File: config.mk
export PLATFORM = sky130hd
export DESIGN_NAME = posit_extract_arbiter_flat
export DESIGN_NICKNAME = d
export VERILOG_FILES = /design/src/rtl/posit_extract_arbiter_if.sv /design/src/rtl/posit_extract_arbiter.sv /design/src/flat_wrapper.sv
export SDC_FILE = /design/constraint.sdc
export NUM_CORES = 1
export LEC_CHECK = 0
export ABC_AREA = 1
export BUFFER_PORTS_ARGS = -buffer_cell sky130_fd_sc_hd__buf_2
export CAP_MARGIN = 5
export CORE_MARGIN = 3
export CORE_UTILIZATION = 60
export CTS_CLUSTER_SIZE = 20
export DETAILED_ROUTE_END_ITERATION = 10
export MAX_ROUTING_LAYER = met4
export PLACE_DENSITY = 0.84
export SYNTH_ARGS = -nofsm -noshare
export SYNTH_HDL_FRONTEND = slang
export SYNTH_SLANG_ARGS = --single-unit
File: constraint.sdc
create_clock -name clk -period 20.5 [get_ports clk]
set_input_delay 2.05 -clock clk [delete_from_list [all_inputs] [get_ports clk]]
set_output_delay 2.05 -clock clk [all_outputs]
set_load 0.05 [all_outputs]
File: src/rtl/posit_extract_arbiter_if.sv
// Handshake bundle between NREQ posit producers, the shared extract stage
// and the downstream posit arithmetic input stage.
interface posit_extract_arbiter_if #(
    parameter int NBITS  = 32,
    parameter int ES     = 3,
    parameter int NREQ   = 4,
    parameter int IDW    = 2,
    parameter int FRAC_W = NBITS - ES - 3
);
    logic [NREQ-1:0]       req_valid;
    logic [NREQ*NBITS-1:0] req_data;
    logic [NREQ-1:0]       req_ready;
    logic                  out_valid;
    logic                  out_ready;
    logic [IDW-1:0]        out_id;
    logic                  out_sign;
    logic                  out_zero;
    logic                  out_inf;
    logic [7:0]            out_scale;
    logic [FRAC_W-1:0]     out_fraction;

    // Producers and the downstream consumer together form the master side.
    modport master (
        output req_valid, req_data, out_ready,
        input  req_ready, out_valid, out_id, out_sign, out_zero, out_inf,
               out_scale, out_fraction
    );

    modport slave (
        input  req_valid, req_data, out_ready,
        output req_ready, out_valid, out_id, out_sign, out_zero, out_inf,
               out_scale, out_fraction
    );
endinterface

File: src/rtl/posit_extract_arbiter.sv
// Round-robin arbiter feeding one shared posit field decoder; the decoded
// fields and requester id sit in a single output register with valid/ready.
module posit_extract_arbiter #(
    parameter int NBITS  = 32,
    parameter int ES     = 3,
    parameter int NREQ   = 4,
    parameter int IDW    = 2,
    parameter int FRAC_W = NBITS - ES - 3
) (
    input  logic                    clk,
    input  logic                    reset,
    posit_extract_arbiter_if.slave  bus
);
    localparam int RUN_W   = $clog2(NBITS) + 1;
    localparam int FIELD_W = ES + FRAC_W;

    logic [IDW-1:0]    rr_ptr_q,   rr_ptr_d;
    logic              out_valid_q, out_valid_d;
    logic [IDW-1:0]    out_id_q,   out_id_d;
    logic              out_sign_q, out_sign_d;
    logic              out_zero_q, out_zero_d;
    logic              out_inf_q,  out_inf_d;
    logic [7:0]        out_scale_q, out_scale_d;
    logic [FRAC_W-1:0] out_frac_q, out_frac_d;

    logic              can_accept, grant_found, xfer;
    logic [IDW-1:0]    grant_idx;
    logic [IDW:0]      scan_sum;
    logic [NREQ-1:0]   req_ready;
    logic [NBITS-1:0]  sel_word;

    // Grant: first valid requester at or after rr_ptr, wrapping modulo NREQ.
    always_comb begin
        // NOTE: every always_comb output gets a default before any branch so no latch is inferred.
        grant_found = 1'b0;
        grant_idx   = '0;
        scan_sum    = '0;
        for (int j = 0; j < NREQ; j++) begin
            scan_sum = {1'b0, rr_ptr_q} + (IDW+1)'(j);
            if (scan_sum >= (IDW+1)'(NREQ))
                scan_sum = scan_sum - (IDW+1)'(NREQ);
            if (!grant_found && bus.req_valid[scan_sum[IDW-1:0]]) begin
                grant_found = 1'b1;
                grant_idx   = scan_sum[IDW-1:0];
            end
        end

        can_accept = ~out_valid_q | bus.out_ready;
        xfer       = can_accept & grant_found & ~reset;
        req_ready  = '0;
        if (xfer)
            req_ready[grant_idx] = 1'b1;

        sel_word = '0;
        for (int i = 0; i < NREQ; i++)
            if (grant_idx == IDW'(i))
                sel_word = bus.req_data[i*NBITS +: NBITS];
    end

    logic              dec_sign, dec_zero, dec_inf;
    logic [NBITS-1:0]  dec_u;
    logic              dec_run_bit, dec_run_done;
    logic [RUN_W-1:0]  dec_run_len;
    logic [RUN_W:0]    dec_shamt;
    logic [FIELD_W-1:0] dec_field;
    logic [7:0]        dec_k, dec_scale;

    always_comb begin
        dec_sign     = sel_word[NBITS-1];
        dec_zero     = (sel_word == '0);
        dec_inf      = (sel_word == {1'b1, {(NBITS-1){1'b0}}});
        dec_u        = dec_sign ? (~sel_word + 1'b1) : sel_word;

        // Regime: run of identical bits just below the sign position.
        dec_run_bit  = dec_u[NBITS-2];
        dec_run_len  = '0;
        dec_run_done = 1'b0;
        for (int b = NBITS - 2; b >= 0; b--) begin
            if (!dec_run_done) begin
                if (dec_u[b] == dec_run_bit)
                    dec_run_len = dec_run_len + 1'b1;
                else
                    dec_run_done = 1'b1;
            end
        end

        // Drop sign plus regime (run + terminator); keep the top ES+FRAC_W bits.
        dec_shamt = {1'b0, dec_run_len} + (RUN_W+1)'(2);
        dec_field = FIELD_W'((dec_u << dec_shamt) >> (NBITS - FIELD_W));
        dec_k     = dec_run_bit ? (8'(dec_run_len) - 8'd1) : (8'd0 - 8'(dec_run_len));
        dec_scale = (dec_k << ES) + 8'(dec_field[FIELD_W-1 -: ES]);
    end

    always_comb begin
        rr_ptr_d    = rr_ptr_q;
        out_valid_d = xfer | (out_valid_q & ~bus.out_ready);
        out_id_d    = out_id_q;
        out_sign_d  = out_sign_q;
        out_zero_d  = out_zero_q;
        out_inf_d   = out_inf_q;
        out_scale_d = out_scale_q;
        out_frac_d  = out_frac_q;
        if (xfer) begin
            rr_ptr_d    = (grant_idx == IDW'(NREQ - 1)) ? '0 : grant_idx + 1'b1;
            out_id_d    = grant_idx;
            out_sign_d  = dec_sign;
            out_zero_d  = dec_zero;
            out_inf_d   = dec_inf;
            out_scale_d = dec_scale;
            out_frac_d  = dec_field[FRAC_W-1:0];
        end
    end

    // NOTE: state registers use non-blocking assignments so all flops update from pre-edge values.
    always_ff @(posedge clk or posedge reset) begin
        if (reset) begin
            rr_ptr_q    <= '0;
            out_valid_q <= 1'b0;
            out_id_q    <= '0;
            out_sign_q  <= 1'b0;
            out_zero_q  <= 1'b0;
            out_inf_q   <= 1'b0;
            out_scale_q <= '0;
            out_frac_q  <= '0;
        end else begin
            rr_ptr_q    <= rr_ptr_d;
            out_valid_q <= out_valid_d;
            out_id_q    <= out_id_d;
            out_sign_q  <= out_sign_d;
            out_zero_q  <= out_zero_d;
            out_inf_q   <= out_inf_d;
            out_scale_q <= out_scale_d;
            out_frac_q  <= out_frac_d;
        end
    end

    assign bus.req_ready    = req_ready;
    assign bus.out_valid    = out_valid_q;
    assign bus.out_id       = out_id_q;
    assign bus.out_sign     = out_sign_q;
    assign bus.out_zero     = out_zero_q;
    assign bus.out_inf      = out_inf_q;
    assign bus.out_scale    = out_scale_q;
    assign bus.out_fraction = out_frac_q;
endmodule

File: src/flat_wrapper.sv
// flat-port wrapper written by rule: the top's interface ports become plain ports
module posit_extract_arbiter_flat 
#(
    parameter int NBITS  = 32,
    parameter int ES     = 3,
    parameter int NREQ   = 4,
    parameter int IDW    = 2,
    parameter int FRAC_W = NBITS - ES - 3
)
  (clk, reset, bus_req_valid, bus_req_data, bus_out_ready, bus_req_ready, bus_out_valid, bus_out_id, bus_out_sign, bus_out_zero, bus_out_inf, bus_out_scale, bus_out_fraction);
  posit_extract_arbiter_if #(.NBITS(NBITS), .ES(ES), .NREQ(NREQ), .IDW(IDW), .FRAC_W(FRAC_W)) bus_i ();
  input  logic clk;
  input  logic reset;
  input wire logic [$bits(bus_i.req_valid)-1:0] bus_req_valid;
  input wire logic [$bits(bus_i.req_data)-1:0] bus_req_data;
  input wire logic [$bits(bus_i.out_ready)-1:0] bus_out_ready;
  output wire logic [$bits(bus_i.req_ready)-1:0] bus_req_ready;
  output wire logic [$bits(bus_i.out_valid)-1:0] bus_out_valid;
  output wire logic [$bits(bus_i.out_id)-1:0] bus_out_id;
  output wire logic [$bits(bus_i.out_sign)-1:0] bus_out_sign;
  output wire logic [$bits(bus_i.out_zero)-1:0] bus_out_zero;
  output wire logic [$bits(bus_i.out_inf)-1:0] bus_out_inf;
  output wire logic [$bits(bus_i.out_scale)-1:0] bus_out_scale;
  output wire logic [$bits(bus_i.out_fraction)-1:0] bus_out_fraction;
  assign bus_i.req_valid = bus_req_valid;
  assign bus_i.req_data = bus_req_data;
  assign bus_i.out_ready = bus_out_ready;
  assign bus_req_ready = bus_i.req_ready;
  assign bus_out_valid = bus_i.out_valid;
  assign bus_out_id = bus_i.out_id;
  assign bus_out_sign = bus_i.out_sign;
  assign bus_out_zero = bus_i.out_zero;
  assign bus_out_inf = bus_i.out_inf;
  assign bus_out_scale = bus_i.out_scale;
  assign bus_out_fraction = bus_i.out_fraction;
  posit_extract_arbiter #(.NBITS(NBITS), .ES(ES), .NREQ(NREQ), .IDW(IDW), .FRAC_W(FRAC_W)) u_core (.clk(clk), .reset(reset), .bus(bus_i));
endmodule
==> results of run 1 <==
==> cell usage after synthesis, drive strengths merged, types with 2 or more instances <==
library cell    n  area, um2
inv           238        918
nand3b         12       90.1
ha             35        438
o21ai          54        278
o31ai           2       15.0
nor3            6       41.3
mux2i           4       40.0
a31oi           4       25.0
nand3         343       1910
buf            39        405
nor2          150        820
or2            31        196
a22oi           2       15.0
xor2           54        510
nand2         659       2780
o211ai          5       37.5
xnor2          21        191
dfrtp          42       1050
o41ai           2       17.5
a21boi          3       30.0
clkinv          6       25.0
nand4          14       93.8
clkbuf         29        293
a21oi          55        294
==> worst min-delay path: cells and delay by family (launching register included) <==
| kind | cells | cell delay, ns |
|---|---|---|
| flops | 1 | 0.34 |
| simple gates | 2 | 0.10 |
==> flip-flops by register name, indices dropped and copies added, names as in the netlist <==
register	count
u_core.bus.out_inf	1
u_core.bus.out_id	2
u_core.bus.out_sign	1
u_core.bus.out_fraction	26
u_core.bus.out_scale	8
u_core.bus.out_valid	1
u_core.rr_ptr_q	2
u_core.bus.out_zero	1
==> worst max-delay path by stage <==
stage	start	to	slack, ns	cells past startpoint
after floorplan	bus_req_valid[1]	u_core.bus.out_fraction[25]	3.56	122
after global placement	bus_req_valid[1]	u_core.bus.out_fraction[22]	1.17	119
after detailed placement	bus_req_valid[1]	u_core.bus.out_fraction[19]	0.34	121
after CTS	bus_req_valid[1]	u_core.bus.out_fraction[19]	0.59	121
after global routing	bus_req_valid[1]	u_core.bus.out_scale[0]	-0.07	128
final	bus_req_valid[1]	u_core.bus.out_scale[0]	1.43	126
==> final cells by class <==
class                   count  area share
clock buffers               5      0.0109
multi-input cells        1463       0.694
repair inverters            1    0.000436
flip-flops and latches     42      0.0916
repair buffers            194      0.0911
clock inverters             3     0.00381
inverters                 245      0.0845
well taps                 220      0.0240
==> metrics by stage <==
step	setup slack (ns)	area (um2)
after floorplan	3.56	10600
after global placement	1.17	11100
after detailed placement	0.344	11100
after CTS	0.595	11300
after global routing	-0.0727	11500
final	1.43	11500
==> cells by family after synthesis <==
| logic type | count (synthesis) | synth area share |
|---|---|---|
| DFF | 42 | 0.0995 |
| xor gates and xnor gates | 75 | 0.0665 |
| and+or+nand+nor | 1216 | 0.562 |
| muxes | 4 | 0.00379 |
| AOI/OAI and AO/OA | 129 | 0.0693 |
| buffers and inverters | 313 | 0.157 |
| adders and majority gates | 35 | 0.0415 |
==> routing by layer <==
metal	GRT usage	wire, um	vias to the layer above
li1	-	-	6027
met1	0.415	13200	5389
met2	0.527	14800	572
met3	0.0479	3130	82
met4	0.0814	925	0
met5	-	0	-
==> repair_timing <==
action                     4_1_cts  5_1_grt
setup endpoints to repair        0       33
buffers inserted                 0        6
resized for setup                0       23
==> results.py, run 1 <==
metrics = {
    "detailed_routing": {
        "drc": 0,
        "antenna_left": 0,
        "totalWireLength_um": 32000,
        "first_pass_iters": 8,
        "vias": 12070,
        "drtIter0Drc": 1100,
        "routedWlPerCell_um": 14.7,
        "avgViaCountPerCell": 5.55,
    },
    "timing": {
        "drv_slew": 0,
        "fmax_ghz": 0.0524,
        "fin_crit_sh": 0.930,
        "setup_violations": 0,
        "timing.final.crit_period_ns": 19.07,
        "tightest_slew_ns": 1.11,
        "setup_tns_ns": 0,
        "holdWs_ns": 0.479,
        "max_slew_margin": 0.261,
        "finalHoldViolCount": 0,
        "finClkSkew_ns": 0.00291,
    },
    "yosys": {
        "ys_seq_elements": 42,
        "yosysUniqueCellTypes": 59,
        "synth_cells": 1814,
        "synth-seq-area-share": 0.0995,
        "ys_async_sr_fraction": 1.00,
        "synth_area_um2": 10600,
        "mappedNetlistNets": 1984,
        "yosysWarnings": 0,
        "synth_flop_cell": "dfrtp_1",
        "synth.avg_cell_area_um2": 5.82,
        "synth_edf_count": 0,
    },
    "global_route": {
        "antenna_found_initial": 0,
        "grt_pass1_wl_um": 51200,
        "grt_max_degree": 59,
        "grt_usage": 0.320,
        "grt-ovfl-total": 0,
        "grt_pass1_vias": 10802,
    },
    "cells_and_area": {
        "drive_gt1_frac": 0.224,
        "multi_input_area_um2": 7960,
        "finish.utilization": 0.680,
        "antenna-diode-count": 0,
        "area_growth_pct": 8.72,
        "nFillCells": 1582,
        "final_common_cell": "nand2_1",
        "stdcell_count": 2173,
        "nets": 2122,
        "layout_common_cells": "nand2_1 (569), nand3_1 (309), inv_1 (208)",
        "regArea_um2": 1050,
    },
    "critical_path": {
        "r2r_setup_slack_ns": 2.64,
        "path_class": "input pin to flip-flop",
        "r2r-end": "u_core.bus.out_scale[0]",
        "crit_family": "simple AND/OR/NAND/NOR gates",
        "cpMostUsedCell": "nand2_1",
        "cp_max_fo": 35,
        "crit_buf_inv": 16,
        "critPathCaptureType": "flip-flop",
        "critPathSlowestCell": "ha_1",
        "reg2reg_from": "u_core.rr_ptr_q[0]",
        "slowest_delay_ns": 0.31,
        "cp_data_required_time_ns": 20.69,
        "critPathLaunchType": "input pin",
        "cp.arrival_ns": 19.26,
        "rr_worst_depth": 126,
    },
    "die": {
        "io_pins": 179,
        "die_h_um": 139,
        "core-area_um2": 16900,
        "initial_utilization": 0.626,
        "dieArea_um2": 19200,
        "die_w_um": 139,
        "rows": 47,
    },
    "clocking": {
        "clockRootBuffer": "clkbuf_16",
        "clk_pin_slew_ns": 0.06,
        "hold_buffers": 0,
        "htreeDepth": 2,
        "cts_buffers": 5,
        "clock_sinks": 42,
        "cts_buffer_depth": 2,
        "cts_tree": "yes",
        "clock_latency_ns": 0.30,
    },
    "place": {
        "numPortBuffers": 178,
        "place.gp.congestion": 1.03,
        "dp_cells": 2154,
        "dp_hpwl_um": 25100,
    },
    "status": {
        "status": "completed",
    },
    "worst_hold_path": {
        "min_to": "u_core.bus.out_fraction[15]",
        "hold_path_depth": 2,
        "min-delay-start": "u_core.bus.out_fraction[15]",
        "worstHoldPathType": "flip-flop to flip-flop",
    },
    "run": {
        "maxCapViolCount": 0,
    },
}
Power of run 1 is not shown: default switching activity piles up to over one toggle a cycle in this logic, so the estimate is an artifact.
==> run 2, diff against run 1 <==
- clock period: 20.5 -> 17.85 ns (I/O delays scaled with it)
==> results.py, run 2 (synthesis results as in run 1) <==
metrics = {
    "critical_path": {
        "slowest_delay_ns": 0.30,
        "critPathLaunchType": "input pin",
        "r2r_setup_slack_ns": 1.53,
        "cp.arrival_ns": 17.43,
        "cp_data_required_time_ns": 18.08,
        "cp_max_fo": 31,
        "critPathSlowestCell": "or2_2",
        "critPathCaptureType": "flip-flop",
        "path_class": "input pin to flip-flop",
        "cpMostUsedCell": "nand2_1",
    },
    "clocking": {
        "cts_buffers": 5,
        "clock_sinks": 42,
        "clk_pin_slew_ns": 0.07,
        "cts_buffer_depth": 2,
        "clockRootBuffer": "clkbuf_16",
        "hold_buffers": 0,
        "clock_latency_ns": 0.29,
        "htreeDepth": 2,
        "cts_tree": "yes",
    },
    "cells_and_area": {
        "area_growth_pct": 17.8,
        "finish.utilization": 0.737,
        "largest_reg_flops": 26,
        "antenna-diode-count": 0,
        "regArea_um2": 1050,
        "multi_input_area_um2": 8280,
        "nets": 2173,
        "nFillCells": 1428,
        "drive_gt1_frac": 0.282,
        "final_common_cell": "nand2_1",
        "layout_common_cells": "nand2_1 (548), nand3_1 (286), inv_1 (204)",
        "design_area_um2": 12400,
    },
    "timing": {
        "finalHoldViolCount": 0,
        "setup_violations": 0,
        "tightest_slew_ns": 1.24,
        "max_slew_margin": 0.171,
        "fin_crit_sh": 0.964,
        "drv_slew": 0,
        "holdWs_ns": 0.475,
        "timing.final.crit_period_ns": 17.20,
        "finClkSkew_ns": 0.00701,
        "fmax_ghz": 0.0581,
    },
    "detailed_routing": {
        "totalWireLength_um": 34900,
        "drtIter0Drc": 1161,
        "routedWlPerCell_um": 15.7,
        "drc": 0,
        "vias": 12469,
        "antenna_left": 0,
        "first_pass_iters": 6,
        "avgViaCountPerCell": 5.61,
    },
    "die": {
        "io_pins": 179,
        "dieArea_um2": 19200,
        "core-area_um2": 16900,
        "initial_utilization": 0.626,
        "die_w_um": 139,
        "die_h_um": 139,
        "rows": 47,
    },
    "place": {
        "dp_hpwl_um": 26100,
        "place_area_um2": 11200,
        "numPortBuffers": 178,
        "place.gp.congestion": 1.05,
    },
    "global_route": {
        "grt_max_degree": 53,
        "grt_usage": 0.331,
        "grt-ovfl-total": 0,
        "grt_pass1_wl_um": 53200,
        "grt_pass1_vias": 11206,
        "antenna_found_initial": 0,
    },
    "status": {
        "status": "completed",
    },
    "run": {
        "maxCapViolCount": 0,
    },
    "worst_hold_path": {
        "worstHoldPathType": "flip-flop to flip-flop",
    },
}
## run 2: cell types whose count changed in the layout (fill, tap and decap cells not counted), moves of 9 or more
cell	before	now
o21ai_0	43	30
nand3_1	309	286
nand2_1	569	548
o21ai_2	2	11
nand2_2	76	95
nand3_2	30	53
buf_4	11	47
## run 2: timing repair
item                                    CTS  global route
setup buffers                             4            34
endpoints found under the setup margin   29            33
resized for setup                        15           128
cloned                                    1            11
pin swaps                                 4            53
## run 2: worst paths after layout
check	startpoint	to	depth (start not counted)
worst min register to register	u_core.bus.out_fraction[4]	u_core.bus.out_fraction[4]	2
worst max-delay path	bus_req_valid[1]	u_core.bus.out_scale[0]	126
max in group asynchronous	reset	u_core.bus.out_scale[3]	3
worst max register to register	u_core.rr_ptr_q[0]	u_core.bus.out_scale[0]	126
worst min-delay path	u_core.bus.out_fraction[4]	u_core.bus.out_fraction[4]	2
min in group asynchronous	reset	u_core.bus.out_valid	3
## run 2: critical path, delay by kind of cell
kind            cells  cell delay [ns]
simple gates       73             7.63
fa+ha+maj          18             4.44
buf+inv            22             1.79
compound gates     10             1.14
xor+xnor            3             0.51
## run 2: area by class of cell
type / instances / share of cell area
Multi-Input combinational cell: 1460 / 0.666
Timing Repair Buffer: 248 / 0.136
Sequential cell: 42 / 0.0845
Inverter: 245 / 0.0790
Tap cell: 220 / 0.0221
Clock buffer: 5 / 0.0101
Clock inverter: 3 / 0.00171
Timing Repair inverter: 1 / 0.000403
## run 2: stage by stage
stage | cells | worst slack, ns | setup TNS, ns
CTS | 2179 | 0.0438 | 0
detailed placement | 2166 | -0.645 | -17.35
floorplan | 1814 | 1.18 | 0
global route | 2224 | -0.385 | -9.76
global placement | 2166 | 0.166 | 0
finish | 2224 | 0.650 | 0
## run 2: metal layers
metal / share of wire / track usage
met5: 0 / -
met4: 0.033 / 0.0608
met1: 0.39 / 0.418
met2: 0.48 / 0.571
met3: 0.099 / 0.0483
Power of run 2 is left out for the same reason.
==> run 3, diff against run 2 <==
- ABC_AREA: 1 -> not set
- CORE_UTILIZATION: 60 -> 59
==> results.py, run 3 <==
metrics = {
    "status": {
        "status": "finished with violations",
        "violations": "design-rule violations",
    },
    "die": {
        "rows": 46,
        "core-area_um2": 16000,
        "die_h_um": 135,
        "dieArea_um2": 18100,
        "die_w_um": 135,
        "io_pins": 179,
        "initial_utilization": 0.609,
    },
    "yosys": {
        "synth_flop_cell": "dfrtp_1",
        "ys_async_sr_fraction": 1.00,
        "synth_edf_count": 0,
        "yosys.area.top_type": "dfrtp_1",
        "yosysUniqueCellTypes": 97,
        "synth_area_leaders": "dfrtp_1 (11%), nand2_1 (9.3%), xnor2_1 (5.7%)",
        "synth.avg_cell_area_um2": 6.90,
        "mappedNetlistNets": 1583,
        "synth_common_cells": "nand2_1 (241), nor2_1 (141), a21oi_1 (99)",
        "synth_area_um2": 9750,
        "yosysWarnings": 0,
        "yosysTopAreaCellShare": 0.108,
        "synth_cells": 1413,
        "synth-seq-area-share": 0.108,
        "yosysMostFrequentCell": "nand2_1",
        "ys_seq_elements": 42,
    },
    "clocking": {
        "clockRootBuffer": "clkbuf_16",
        "clk_pin_slew_ns": 0.06,
        "clock_latency_ns": 0.28,
        "hold_buffers": 0,
        "htreeDepth": 2,
        "cts_tree": "yes",
        "cts_buffer_depth": 2,
        "cts_buffers": 5,
        "clock_sinks": 42,
    },
    "critical_path": {
        "rr_worst_depth": 88,
        "crit_buf_inv": 7,
        "critPathCaptureType": "flip-flop",
        "crit_family": "adder cells",
        "critPathLaunchType": "input pin",
        "r2r-end": "u_core.bus.out_fraction[17]",
        "slowest_delay_ns": 0.49,
        "reg2reg_from": "u_core.rr_ptr_q[1]",
        "cp_data_required_time_ns": 18.01,
        "r2r_setup_slack_ns": 1.74,
        "cp_max_fo": 24,
        "cp.arrival_ns": 17.43,
        "path_class": "input pin to flip-flop",
        "cpMostUsedCell": "ha_1",
        "critPathSlowestCell": "or4_4",
    },
    "detailed_routing": {
        "vias": 11946,
        "drc": 2,
        "totalWireLength_um": 34800,
        "drtIter0Drc": 1145,
        "routedWlPerCell_um": 18.7,
        "antenna_left": 0,
        "avgViaCountPerCell": 6.41,
        "first_pass_iters": 8,
    },
    "cells_and_area": {
        "drive_gt1_frac": 0.264,
        "nFillCells": 1302,
        "largest_reg_flops": 26,
        "antenna-diode-count": 0,
        "area_growth_pct": 25.0,
        "final_common_cell": "nand2_1",
        "nets": 1818,
        "layout_common_cells": "nand2_1 (240), buf_2 (179), nor2_1 (137)",
    },
    "global_route": {
        "grt_usage": 0.362,
        "grt-ovfl-total": 0,
        "grt_max_degree": 58,
        "antenna_found_initial": 0,
        "grt_pass1_vias": 11064,
        "grt_pass1_wl_um": 53600,
    },
    "timing": {
        "finalHoldViolCount": 0,
        "setup_violations": 0,
        "setup_tns_ns": 0,
        "drv_slew": 0,
        "tightest_slew_ns": 0.950,
        "timing.final.crit_period_ns": 17.26,
        "fmax_ghz": 0.0579,
        "finClkSkew_ns": 0.00747,
        "max_slew_margin": 0.358,
        "fin_crit_sh": 0.967,
    },
    "worst_hold_path": {
        "min_to": "u_core.bus.out_zero",
        "hold_path_depth": 2,
        "min-delay-start": "u_core.bus.out_zero",
        "worstHoldPathType": "flip-flop to flip-flop",
    },
    "place": {
        "place.gp.congestion": 0.999,
        "dp_hpwl_um": 27000,
        "numPortBuffers": 178,
    },
    "run": {
        "maxCapViolCount": 0,
    },
}
[run 3: changes by cell type after synthesis, sizes merged, moves of 45 or more]
cell,delta
inv,-204
xnor2,+48
o21ai,+47
nand2,-417
mux2i,+45
a21oi,+45
nand3,-303
[run 3: area by class of cell]
cell class,count,area [um2],share of cell area
Clock buffer,5,125,0.0103
Clock inverter,3,23.8,0.00195
Inverter,34,134,0.0110
Multi-Input combinational cell,1260,8630,0.708
Sequential cell,42,1050,0.0863
Tap cell,216,270,0.0222
Timing Repair Buffer,304,1940,0.159
Timing Repair inverter,1,5.00,0.000411
[run 3: worst reg2reg max path: cells and delay by family, from the launching register on]
kind	cells	cell delay [ns]
adder cells (fa/ha/maj)	17	5.11
AO/OA/AOI/OAI	30	4.34
AND/OR/NAND/NOR	25	3.37
buffers and inverters	8	1.14
multiplexers	5	0.94
XOR/XNOR	3	0.67
flip-flops	1	0.44
[run 3: how the worst max path moves through the flow]
stage               slack (ns)  cells past startpoint              from                          end
CTS                      0.007                     81  bus_req_valid[0]  u_core.bus.out_fraction[22]
finish                    0.59                     85  bus_req_valid[0]  u_core.bus.out_fraction[17]
global route             -0.19                     89  bus_req_valid[0]  u_core.bus.out_fraction[25]
detailed placement       -0.61                     81  bus_req_valid[0]      u_core.bus.out_scale[2]
floorplan                 0.02                     87  bus_req_valid[0]      u_core.bus.out_scale[0]
global placement           0.1                     81  bus_req_valid[0]      u_core.bus.out_scale[2]
[run 3: cell families after synthesis]
| family | share of synthesized area |
|---|---|
| flip-flops | 0.108 |
| XOR/XNOR | 0.130 |
| AND/OR/NAND/NOR | 0.292 |
| adder cells (fa/ha/maj) | 0.0449 |
| AO/OA/AOI/OAI | 0.308 |
| buffers and inverters | 0.0481 |
| multiplexers | 0.0689 |
[run 3: per-stage QoR]
| step | instances | worst slack (ns) | area, um2 | utilization | hold WS, ns |
|---|---|---|---|---|---|
| 2_1_floorplan | 1413 | 0.0184 | 9750 | - | 0.494 |
| 3_5_place_dp | 1815 | -0.612 | 11300 | 0.707 | 0.470 |
| 6_report | 1865 | 0.589 | 12200 | 0.761 | 0.479 |
| 4_1_cts | 1829 | 0.00701 | 11600 | 0.724 | 0.484 |
| 5_1_grt | 1865 | -0.188 | 12200 | 0.761 | 0.501 |
| 3_3_place_gp | 1815 | 0.0977 | 11300 | 0.707 | 0.457 |
[run 3: timing repair]
action,4_1_cts,5_1_grt
gates resized for setup,11,67
setup endpoints to repair,30,33
pin swaps,7,34
gates cloned,0,6
buffers inserted,6,30
[run 3: routing by layer]
metal / vias up / GRT usage / part of all wire
li1: 5672 / - / -
met5: - / - / 0
met4: 0 / 0.124 / 0.034
met2: 596 / 0.595 / 0.48
met1: 5578 / 0.467 / 0.41
met3: 100 / 0.0414 / 0.077
Power of run 3 is left out for the same reason.
